$ cat src/rtl/dct_pkg.sv
// Shared definitions for the DCT front end.
// Holds the DCT number format ({mant, exp}), the pixel level-shift and
// conversion exponent used when pixels enter the DCT domain, and the
// state encoding of the MCU scheduler's fetch FSM.
package dct_pkg;

  localparam int MANT_W    = 16;
  localparam int EXP_W     = 8;
  localparam int DCT_W     = MANT_W + EXP_W;

  // Pixels are unsigned 0..255; the DCT works on values centred on zero.
  localparam int LVL_SHIFT = 128;
  // mant = v << 8 with exp = 7 represents exactly v.
  localparam int CONV_EXP  = 7;

  typedef enum logic [1:0] {
    SCHED_IDLE    = 2'd0,
    SCHED_FETCH   = 2'd1,
    SCHED_RELEASE = 2'd2
  } sched_state_t;

endpackage

$ cat src/rtl/dct_prefetch_fifo.sv
// Synchronous prefetch FIFO between the MCU buffer fetcher and the DCT.
// Ports:
//   clk_in, rst          clock, asynchronous active-high reset
//   wr_en_i, wr_data_i   push one entry
//   rd_en_i              pop one entry (ignored while empty)
//   rd_data_o            head entry, combinational; 0 while empty
//   count_o              number of stored entries, 0..DEPTH
module dct_prefetch_fifo #(
  parameter int DEPTH = 16,
  parameter int W     = 24
) (
  input  logic                     clk_in,
  input  logic                     rst,
  input  logic                     wr_en_i,
  input  logic [W-1:0]             wr_data_i,
  input  logic                     rd_en_i,
  output logic [W-1:0]             rd_data_o,
  output logic [$clog2(DEPTH):0]   count_o
);

  localparam int AW = $clog2(DEPTH);
  localparam int CW = AW + 1;

  logic [W-1:0]  mem [DEPTH];
  logic [AW-1:0] wr_ptr_q, rd_ptr_q;
  logic [CW-1:0] cnt_q;
  logic          do_wr, do_rd;

  assign do_rd = rd_en_i && (cnt_q != '0);
  // A full FIFO can still accept a push in a cycle that also pops.
  assign do_wr = wr_en_i && ((cnt_q != CW'(DEPTH)) || do_rd);

  always_ff @(posedge clk_in or posedge rst) begin
    if (rst) begin
      wr_ptr_q <= '0;
      rd_ptr_q <= '0;
      cnt_q    <= '0;
    end else begin
      if (do_wr) wr_ptr_q <= wr_ptr_q + AW'(1);
      if (do_rd) rd_ptr_q <= rd_ptr_q + AW'(1);
      case ({do_wr, do_rd})
        2'b10:   cnt_q <= cnt_q + CW'(1);
        2'b01:   cnt_q <= cnt_q - CW'(1);
        default: cnt_q <= cnt_q;
      endcase
    end
  end

  always_ff @(posedge clk_in) begin
    if (do_wr) mem[wr_ptr_q] <= wr_data_i;
  end

  assign rd_data_o = (cnt_q == '0) ? '0 : mem[rd_ptr_q];
  assign count_o   = cnt_q;

endmodule

$ cat src/rtl/dct_mcu_sched.sv
// MCU-to-DCT block scheduler.
// Fetches the 8-bit pixels of one MCU (BLOCKS_PER_MCU blocks of 64) from the
// producer's buffer, level-shifts them into the 24-bit DCT number format and
// queues them in a prefetch FIFO that the DCT pulls from.
// Ports:
//   clk_in, rst                 clock, asynchronous active-high reset
//   mcu_ready, mcu_last         producer: buffer full / last MCU of frame
//   mcu_release                 pulse: every sample of the MCU fetched
//   buf_rd, buf_addr, buf_data  buffer read port ({blk,row,col}, 1-cycle latency)
//   dct_valid, dct_rd, dct_d    DCT pull interface, dct_d = FIFO head
//   blk_start, blk_id           first-sample-of-block tag and block index
//   frame_done                  pulse on the final pop of the last MCU
//   underflow                   sticky: pop requested while FIFO empty
module dct_mcu_sched
  import dct_pkg::*;
#(
  parameter int BLOCKS_PER_MCU = 6,
  parameter int FIFO_DEPTH     = 16
) (
  input  logic              clk_in,
  input  logic              rst,
  input  logic              mcu_ready,
  input  logic              mcu_last,
  output logic              mcu_release,
  output logic              buf_rd,
  output logic [8:0]        buf_addr,
  input  logic [7:0]        buf_data,
  output logic              dct_valid,
  input  logic              dct_rd,
  output logic [DCT_W-1:0]  dct_d,
  output logic              blk_start,
  output logic [2:0]        blk_id,
  output logic              frame_done,
  output logic              underflow
);

  localparam int         CNT_W     = $clog2(FIFO_DEPTH) + 1;
  localparam logic [8:0] LAST_ADDR = 9'(64 * BLOCKS_PER_MCU - 1);
  localparam logic [2:0] LAST_BLK  = 3'(BLOCKS_PER_MCU - 1);

  function automatic logic [DCT_W-1:0] to_dct(input logic [7:0] px);
    logic signed [7:0] v;
    v = signed'(px - 8'(LVL_SHIFT));
    return {v, {(MANT_W-8){1'b0}}, EXP_W'(CONV_EXP)};
  endfunction

  sched_state_t     state_q;
  logic [8:0]       fcnt_q;
  logic             last_q;
  logic             inflight_q;
  logic             last_fetched_q;
  logic [5:0]       pcnt_q;
  logic [2:0]       blk_q, blk_d;
  logic             underflow_q;

  logic [CNT_W-1:0] fifo_cnt;
  logic [CNT_W:0]   occ;
  logic [DCT_W-1:0] conv_d;
  logic             pop, frame_tail, last_rd;

  dct_prefetch_fifo #(.DEPTH(FIFO_DEPTH), .W(DCT_W)) u_fifo (
    .clk_in    (clk_in),
    .rst       (rst),
    .wr_en_i   (inflight_q),
    .wr_data_i (conv_d),
    .rd_en_i   (dct_rd),
    .rd_data_o (dct_d),
    .count_o   (fifo_cnt)
  );

  // Buffer data returns one cycle after the read and is written straight in.
  assign conv_d = to_dct(buf_data);

  // A read still in flight owns a FIFO slot, so the FIFO can never overflow.
  assign occ      = {1'b0, fifo_cnt} + {{CNT_W{1'b0}}, inflight_q};
  assign buf_rd   = (state_q == SCHED_FETCH) && (occ < (CNT_W+1)'(FIFO_DEPTH));
  assign buf_addr = buf_rd ? fcnt_q : 9'd0;
  assign last_rd  = buf_rd && (fcnt_q == LAST_ADDR);

  assign mcu_release = (state_q == SCHED_RELEASE);

  // Fetch FSM.
  always_ff @(posedge clk_in or posedge rst) begin
    if (rst) begin
      state_q    <= SCHED_IDLE;
      fcnt_q     <= '0;
      last_q     <= 1'b0;
      inflight_q <= 1'b0;
    end else begin
      inflight_q <= buf_rd;
      case (state_q)
        SCHED_IDLE: begin
          if (mcu_ready) begin
            state_q <= SCHED_FETCH;
            last_q  <= mcu_last;
            fcnt_q  <= '0;
          end
        end
        SCHED_FETCH: begin
          if (buf_rd) begin
            fcnt_q <= fcnt_q + 9'd1;
            if (last_rd) state_q <= SCHED_RELEASE;
          end
        end
        SCHED_RELEASE: begin
          if (mcu_ready && !last_q) begin
            state_q <= SCHED_FETCH;
            last_q  <= mcu_last;
            fcnt_q  <= '0;
          end else begin
            state_q <= SCHED_IDLE;
          end
        end
        default: state_q <= SCHED_IDLE;
      endcase
    end
  end

  // Once the frame's final read has completed, everything left is in the
  // FIFO and a short tail (< 8 samples) may still be offered to the DCT.
  assign frame_tail = last_q && (state_q != SCHED_FETCH) && !inflight_q;
  assign dct_valid  = (fifo_cnt >= CNT_W'(8)) || (frame_tail && (fifo_cnt != '0));

  assign pop        = dct_rd && (fifo_cnt != '0);
  assign blk_d      = (blk_q == LAST_BLK) ? 3'd0 : blk_q + 3'd1;
  assign blk_start  = pop && (pcnt_q == 6'd0);
  assign blk_id     = blk_q;
  // The FIFO is far shallower than an MCU, so once the frame's final sample
  // has been read, the next MCU-final pop can only be that sample.
  assign frame_done = pop && (pcnt_q == 6'd63) && (blk_q == LAST_BLK) && last_fetched_q;
  assign underflow  = underflow_q;

  always_ff @(posedge clk_in or posedge rst) begin
    if (rst) begin
      pcnt_q         <= '0;
      blk_q          <= '0;
      last_fetched_q <= 1'b0;
      underflow_q    <= 1'b0;
    end else begin
      if (pop) begin
        pcnt_q <= pcnt_q + 6'd1;
        if (pcnt_q == 6'd63) blk_q <= blk_d;
      end
      if (last_rd && last_q) last_fetched_q <= 1'b1;
      else if (frame_done)   last_fetched_q <= 1'b0;
      if (dct_rd && (fifo_cnt == '0)) underflow_q <= 1'b1;
    end
  end

endmodule

$ cat config.mk
export PLATFORM = sky130hd
export DESIGN_NAME = dct_mcu_sched
export DESIGN_NICKNAME = d
export VERILOG_FILES = /design/src/rtl/dct_pkg.sv /design/src/rtl/dct_prefetch_fifo.sv /design/src/rtl/dct_mcu_sched.sv
export SDC_FILE = /design/constraint.sdc
export NUM_CORES = 1
export LEC_CHECK = 0
export CORE_MARGIN = 10
export CORE_UTILIZATION = 60
export CTS_CLUSTER_DIAMETER = 120
export CTS_CLUSTER_SIZE = 28
export DETAILED_ROUTE_END_ITERATION = 10
export PLACE_DENSITY = 0.86
export SYNTH_ARGS = -nofsm -noshare
export SYNTH_HDL_FRONTEND = slang
export SYNTH_SLANG_ARGS = --single-unit
$ cat constraint.sdc
create_clock -name clk_in -period 5.6 [get_ports clk_in]
set_input_delay 1.12 -clock clk_in [delete_from_list [all_inputs] [get_ports clk_in]]
set_output_delay 1.12 -clock clk_in [all_outputs]
set_load 0.005 [all_outputs]
; After elaboration in Yosys (flattened, before gate mapping)
; Memory sizes are Yosys's and may differ from the RTL's.
; Cells that the tools add are included.
; W data, S select, Z words.
[word_totals]
n_memories = 1
latchBits = 0
word_cells = 86
reg_bits = 37
output_inout_bits = 42
ramBits = 128
rom_bits = 0
[op_classes]
n_mul = 0
bitwise = 0
eq_ne = 13
n_div = 0
shift = 0
muxes = 20
n_reduce_logical = 30
n_addsub = 9
n_lt_le_gt_ge = 2
[mem_list]
columns = name, words, word_bits, read_ports, rd_clocked_by_memory_dff, write_ports, line
row1 = u_fifo.mem, 16, 8, 1, 0, 1, dct_prefetch_fifo.sv:24  ; logic [W-1:0] mem [DEPTH];
[ops]
columns = op, count
row1 = $mux W9, 4
row2 = $pmux W9 S3, 1
row3 = $mux W24, 1
row4 = $logic_and A1 B1 Y1, 14
row5 = $pmux W5 S2, 1
row6 = $add A9 B1 Y9 const B, 1
row7 = $eq A9 B9 Y1 const B, 1
row8 = $add A4 B1 Y4 const B, 2
row9 = $sub A8 B8 Y8 const B, 1
row10 = $mux W1, 7
row11 = $add A5 B1 Y6, 1
row12 = $add A6 B1 Y6 const B, 1
row13 = $eq A6 B6 Y1 const B, 1
row14 = $logic_not A6 Y1, 1
row15 = $lt A6 B5 Y1 const B, 1
row16 = $mux W2, 3
row17 = $ne A2 B2 Y1 const B, 3
row18 = $pmux W2 S3, 1
row19 = $reduce_and A3 Y1, 2
row20 = $reduce_bool A2 Y1, 3
row21 = $add A5 B1 Y5 const B, 1
row22 = $ge A5 B4 Y1 const B, 1
row23 = $logic_not A5 Y1, 1
row24 = $ne A5 B5 Y1 const B, 1
row25 = other kinds (15), 20

; Longest topological paths before layout
[logic_depth]
ltp_word = 7
ltp_mapped = 12
ltp_nobuf = 10

; By module
; Synthesis repeated with hierarchy kept, for this count alone.
[hier_totals]
hier_cells = 832
area_unflattened_um2 = 16656.0
[modules_own_cells]
columns = mod, seq_area_each_um2, cells_per_inst, n_inst, area_per_inst_um2
row1 = dct_prefetch_fifo, 11856.4, 707, 1, 15417.3
row2 = dct_mcu_sched, 600.6, 125, 1, 1238.7

; Worst setup path after synthesis
; Ideal clock, no wire load.
[synth_timing]
path_kind = in2reg
from = input dct_rd
to = register u_fifo.cnt_q[4] (netlist: u_fifo.count_o[4])
arrival_time_ns = 3.082
path_buffers = 2
stages = 10
setup_time_ns = 0.135
path_slack_ns = 2.384
path_cell_list = a21boi_1 buf_2 ha_1 clkbuf_1 xor2_1 ha_1 or2_2 a31oi_1 o31ai_1 xor2_1
[synth_between]
elab_chain_len = 5
word_cells_on_any_way = 7
[synth_lines]
columns = item, line
row1 = from (decl), dct_mcu_sched.sv:29  ; input logic dct_rd,
row2 = $logic_and A1 B1 Y1 *, n/a
row3 = net pop, dct_mcu_sched.sv:59  ; logic pop, frame_tail, last_rd;
row4 = $logic_or A1 B1 Y1, dct_prefetch_fifo.sv:31  ; assign do_wr = wr_en_i && ((cnt_q != CW'(DEPTH)) || do_rd);
row5 = $logic_and A1 B1 Y1, dct_prefetch_fifo.sv:31
row6 = $eq A2 B1 Y1 / $eq A2 B2 Y1 (equally long branches), dct_prefetch_fifo.sv:41  ; case ({do_wr, do_rd})
row7 = $pmux W5 S2 / $reduce_bool A2 Y1 (equally long branches), n/a
row8 = to (signal assigned), dct_prefetch_fifo.sv:42  ; 2'b10: cnt_q <= cnt_q + CW'(1);
row9 = to (signal assigned), dct_prefetch_fifo.sv:43  ; 2'b01: cnt_q <= cnt_q - CW'(1);
row10 = to (signal assigned), dct_prefetch_fifo.sv:44  ; default: cnt_q <= cnt_q;
row11 = to (decl), dct_prefetch_fifo.sv:26  ; logic [CW-1:0] cnt_q;
; The timed path passes the listed nets; every way through them passes the cells marked *.
; A chain may end at the register's enable or synchronous reset.

; Worst setup path after layout
[layout_timing]
from = input dct_rd
to = output frame_done
[layout_between]
elab_chain_len = 4
[layout_lines]
columns = item, line
row1 = $logic_and A1 B1 Y1, dct_mcu_sched.sv:124  ; assign pop = dct_rd && (fifo_cnt != '0);
row2 = $logic_and A1 B1 Y1 (3 in series), dct_mcu_sched.sv:130  ; assign frame_done = pop && (pcnt_q == 6'd63) && (blk_q == LAST_BLK) && last_fetched_q;
row3 = to (decl), dct_mcu_sched.sv:33  ; output logic frame_done,
; No other way between the ends.

==> flow_summary_export.csv <==
group,metric,value,unit
logic_synthesis,synth_top_flop_cell,"edfxtp_1",
detailed_routing,viasPerCell,6.07,
critical_path,arrival,3.24,ns
detailed_routing,antenna_left,0,
final_layout,drive_gt1_frac,0.175,
worst_hold_path,hold_class,"reg2reg",
cts,cts_made_buffers,17,
logic_synthesis,ys_ff_latch,165,
global_routing,grt_pass1_wl,22600,um
logic_synthesis,async_flop_share,0.224,
critical_path,crit_fanout,8,
logic_synthesis,syn_inst,442,
power,ir_drop,295,uV
logic_synthesis,syn_area,7100,um^2
floorplan,initial_core_util,0.616,
logic_synthesis,yosysTopAreaCell,"edfxtp_1",
critical_path,path_buf_inv,2,
cts,clock_latency,0.42,ns
floorplan,rows,39,
logic_synthesis,syn_area_per_cell,16.1,um^2
timing,relSlewSlack,0.275,
cts,cts_buffer_depth,2,
floorplan,core,11500,um^2
cts,cts_setup_buffers,0,
timing,final.setup_skew,0.00796,ns
critical_path,cp_num_cells,5,
global_routing,gr-usage-all-layers,0.183,
cts,cts_tree,"done",
critical_path,end_kind,"primary output",
placed_design,post_dp_cell_area,7620,um^2
floorplan,dieHeight,129,um
detailed_routing,route.vias.total,3913,
power,p_int,2.96,mW
cts,cts.sinks,165,
final_layout,nets,516,
detailed_routing,remaining_drc_errors,0,
floorplan,io_pins,55,
placed_design,hpwl,9210,um
critical_path,crit_path_max_incr_delay,0.71,ns
critical_path,rrSetupSlack,2.53,ns
timing,period_needed,4.36,ns
run_status,outcome,"completed",
final_layout,antenna_cells,0,
detailed_routing,wire_per_inst,22.3,um
critical_path,cp_top_family,"buffers and inverters",
global_routing,grt_busiest_layer,"met2",
critical_path,crit_required,4.48,ns
power,p_seq_frac,0.418,
timing,period_share,0.778,
critical_path,worstPathCellList,"clkdlybuf4s50_1 -> a21boi_1 -> nand4_1 -> nor2_1 -> clkdlybuf4s50_1",
global_routing,antenna_found_initial,0,
logic_synthesis,synth_common_cells,"128 x edfxtp_1, 37 x dfrtp_1, 32 x mux4_2, 23 x nand2_1",
final_layout,fill_cells,730,
timing,fin_setup_tns,0,ns
global_routing,grt_max_degree,38,
timing,finalSetupViolCount,0,
cts,cts-root-buf,"clkbuf_16",
power,swShare,0.310,
power,clkPwrFrac,0.263,
logic_synthesis,yosysMostFrequentCell,"edfxtp_1",
logic_synthesis,yosysWarnings,0,
power,p_sw,1.33,mW
critical_path,slowest_stage,"a21boi_1",
cts,htree_levels,4,
timing,hold_viol,0,
detailed_routing,drt_iter0_drc,336,
floorplan,die_x,129,um
final_layout,multi_input_area,2100,um^2
placed_design,dp_worst_setup_slack,1.30,ns
logic_synthesis,yosysSeqAreaShare,0.672,
logic_synthesis,synth_edf_count,128,
critical_path,start_kind,"primary input",
final_layout,final_area,8190,um^2
timing,worstMarginPinSlew,1.09,ns
final_layout,area.growth.synth_to_final,15.4,%
timing,rsz0062_at_grt,"false",
detailed_routing,drt_pass1_iterations,5,
placed_design,placement.io_buffers,41,
detailed_routing,routed_wl,14400,um
critical_path,cpMostUsedCell,"clkdlybuf4s50_1",
worst_hold_path,worstHoldPathCells,1,
timing,setup_ws,1.24,ns
logic_synthesis,synth.top_cells.by_area,"edfxtp_1 54%, dfrtp_1 13%, mux4_2 10%",
logic_synthesis,synth_top_area_frac,0.541,
power,p_per_area,523,nW/um^2
run,cap_violations,0,
power,power_frac_comb,0.320,
global_routing,met3_usage,0.0579,
global_routing,grt_overflow,0,
global_routing,grt_util_met1,0.212,
global_routing,grt_pass1_vias,4082,
global_routing,use_met2,0.310,
final_layout,regArea,4770,um^2
critical_path,r2r_cells,10,
power,p_leak,2.95,nW
floorplan,die_area,16600,um^2
cts,clk_pin_slew,0.06,ns
logic_synthesis,yosysUniqueCellTypes,47,
timing,fmax,229,MHz
cts,cts_resized,0,
timing,slew_viol_final,0,
cts,postCtsHoldBufs,0,
critical_path,worstSetupPathType,"in2out",
placed_design,gp_congestion,0.793,
[cells by family (layout without fill, tap and decap cells)]
group	Yosys count	in the layout	share of synthesized area
simple gates	96	96	0.0737
other cells	1	13	0.000528
buf+inv	52	100	0.0381
mux	53	53	0.133
flops	165	165	0.672
compound gates	44	44	0.0382
fa+ha+maj	12	12	0.0211
xor+xnor	19	19	0.0234
[routing by layer]
layer,vias up,wire (um)
li1,1752,-
met1,1988,5590
met2,154,7460
met3,19,1090
met4,0,237
met5,-,0
[registers in the layout (all words and copies together), names as in the netlist]
register,cells
fcnt_q,9
u_fifo.rd_ptr_q,4
inflight_q,1
blk_id,3
u_fifo.wr_ptr_q,4
underflow,1
last_q,1
u_fifo.mem,128
u_fifo.count_o,5
state_q,2
last_fetched_q,1
pcnt_q,6
[worst paths after layout]
check / end / start
max in group asynchronous: u_fifo.wr_ptr_q[3]$_DFFE_PP0P_ / rst
min in group asynchronous: pcnt_q[5]$_DFFE_PP0P_ / rst
max reg2reg: u_fifo.count_o[4]$_DFFE_PP0P_ / u_fifo.count_o[1]$_DFFE_PP0P_
max: frame_done / dct_rd
min: underflow$_DFFE_PP0P_ / underflow$_DFFE_PP0P_
min reg2reg: underflow$_DFFE_PP0P_ / underflow$_DFFE_PP0P_
[cell type report]
type | count | share of cell area
clock buffer | 18 | 0.0524
clock inverter | 12 | 0.0170
inverter | 15 | 0.00687
multi-input combinational | 237 | 0.257
sequential | 165 | 0.582
tap | 143 | 0.0218
timing repair buffer | 55 | 0.0629
[power groups by stage]
stage                     Sequential (mW)  Clock, mW  Combinational (mW)
after global routing                 1.82       1.18                1.50
final                                1.79       1.13                1.37
after CTS                            1.79       1.14                1.39
after global placement               1.79          0                1.31
after floorplan                      1.65          0                1.02
after detailed placement             1.80          0                1.37
[cell usage in the layout, fill, tap and decap left out, types with 3 or more instances in the layout]
master,instances
nand3b_1,3
edfxtp_1,128
ha_1,12
nor2_1,15
clkinvlp_4,3
clkdlybuf4s50_1,41
nand2_1,23
inv_1,15
o21ai_0,14
clkinv_1,3
nand4b_1,3
xor2_1,5
a21oi_1,13
mux2_2,11
xnor2_1,14
and2_1,9
conb_1,13
and3_1,8
mux2i_1,10
bufinv_16,3
buf_4,14
mux4_2,32
nand3_1,7
clkinv_2,3
nor4_1,4
clkbuf_16,17
nand4_1,6
o31ai_1,5
nor3_1,6
dfrtp_1,37
[per-stage QoR]
step / total power [mW] / hold slack, ns / utilization / cells
finish: 4.29 / 0.471 / 0.711 / 645
global placement: 3.10 / 0.458 / 0.662 / 615
global route: 4.51 / 0.500 / 0.711 / 645
detailed placement: 3.18 / 0.460 / 0.662 / 615
floorplan: 2.67 / 0.460 / - / 454
CTS: 4.32 / 0.478 / 0.711 / 645
Power figures use the tool's default switching activity.
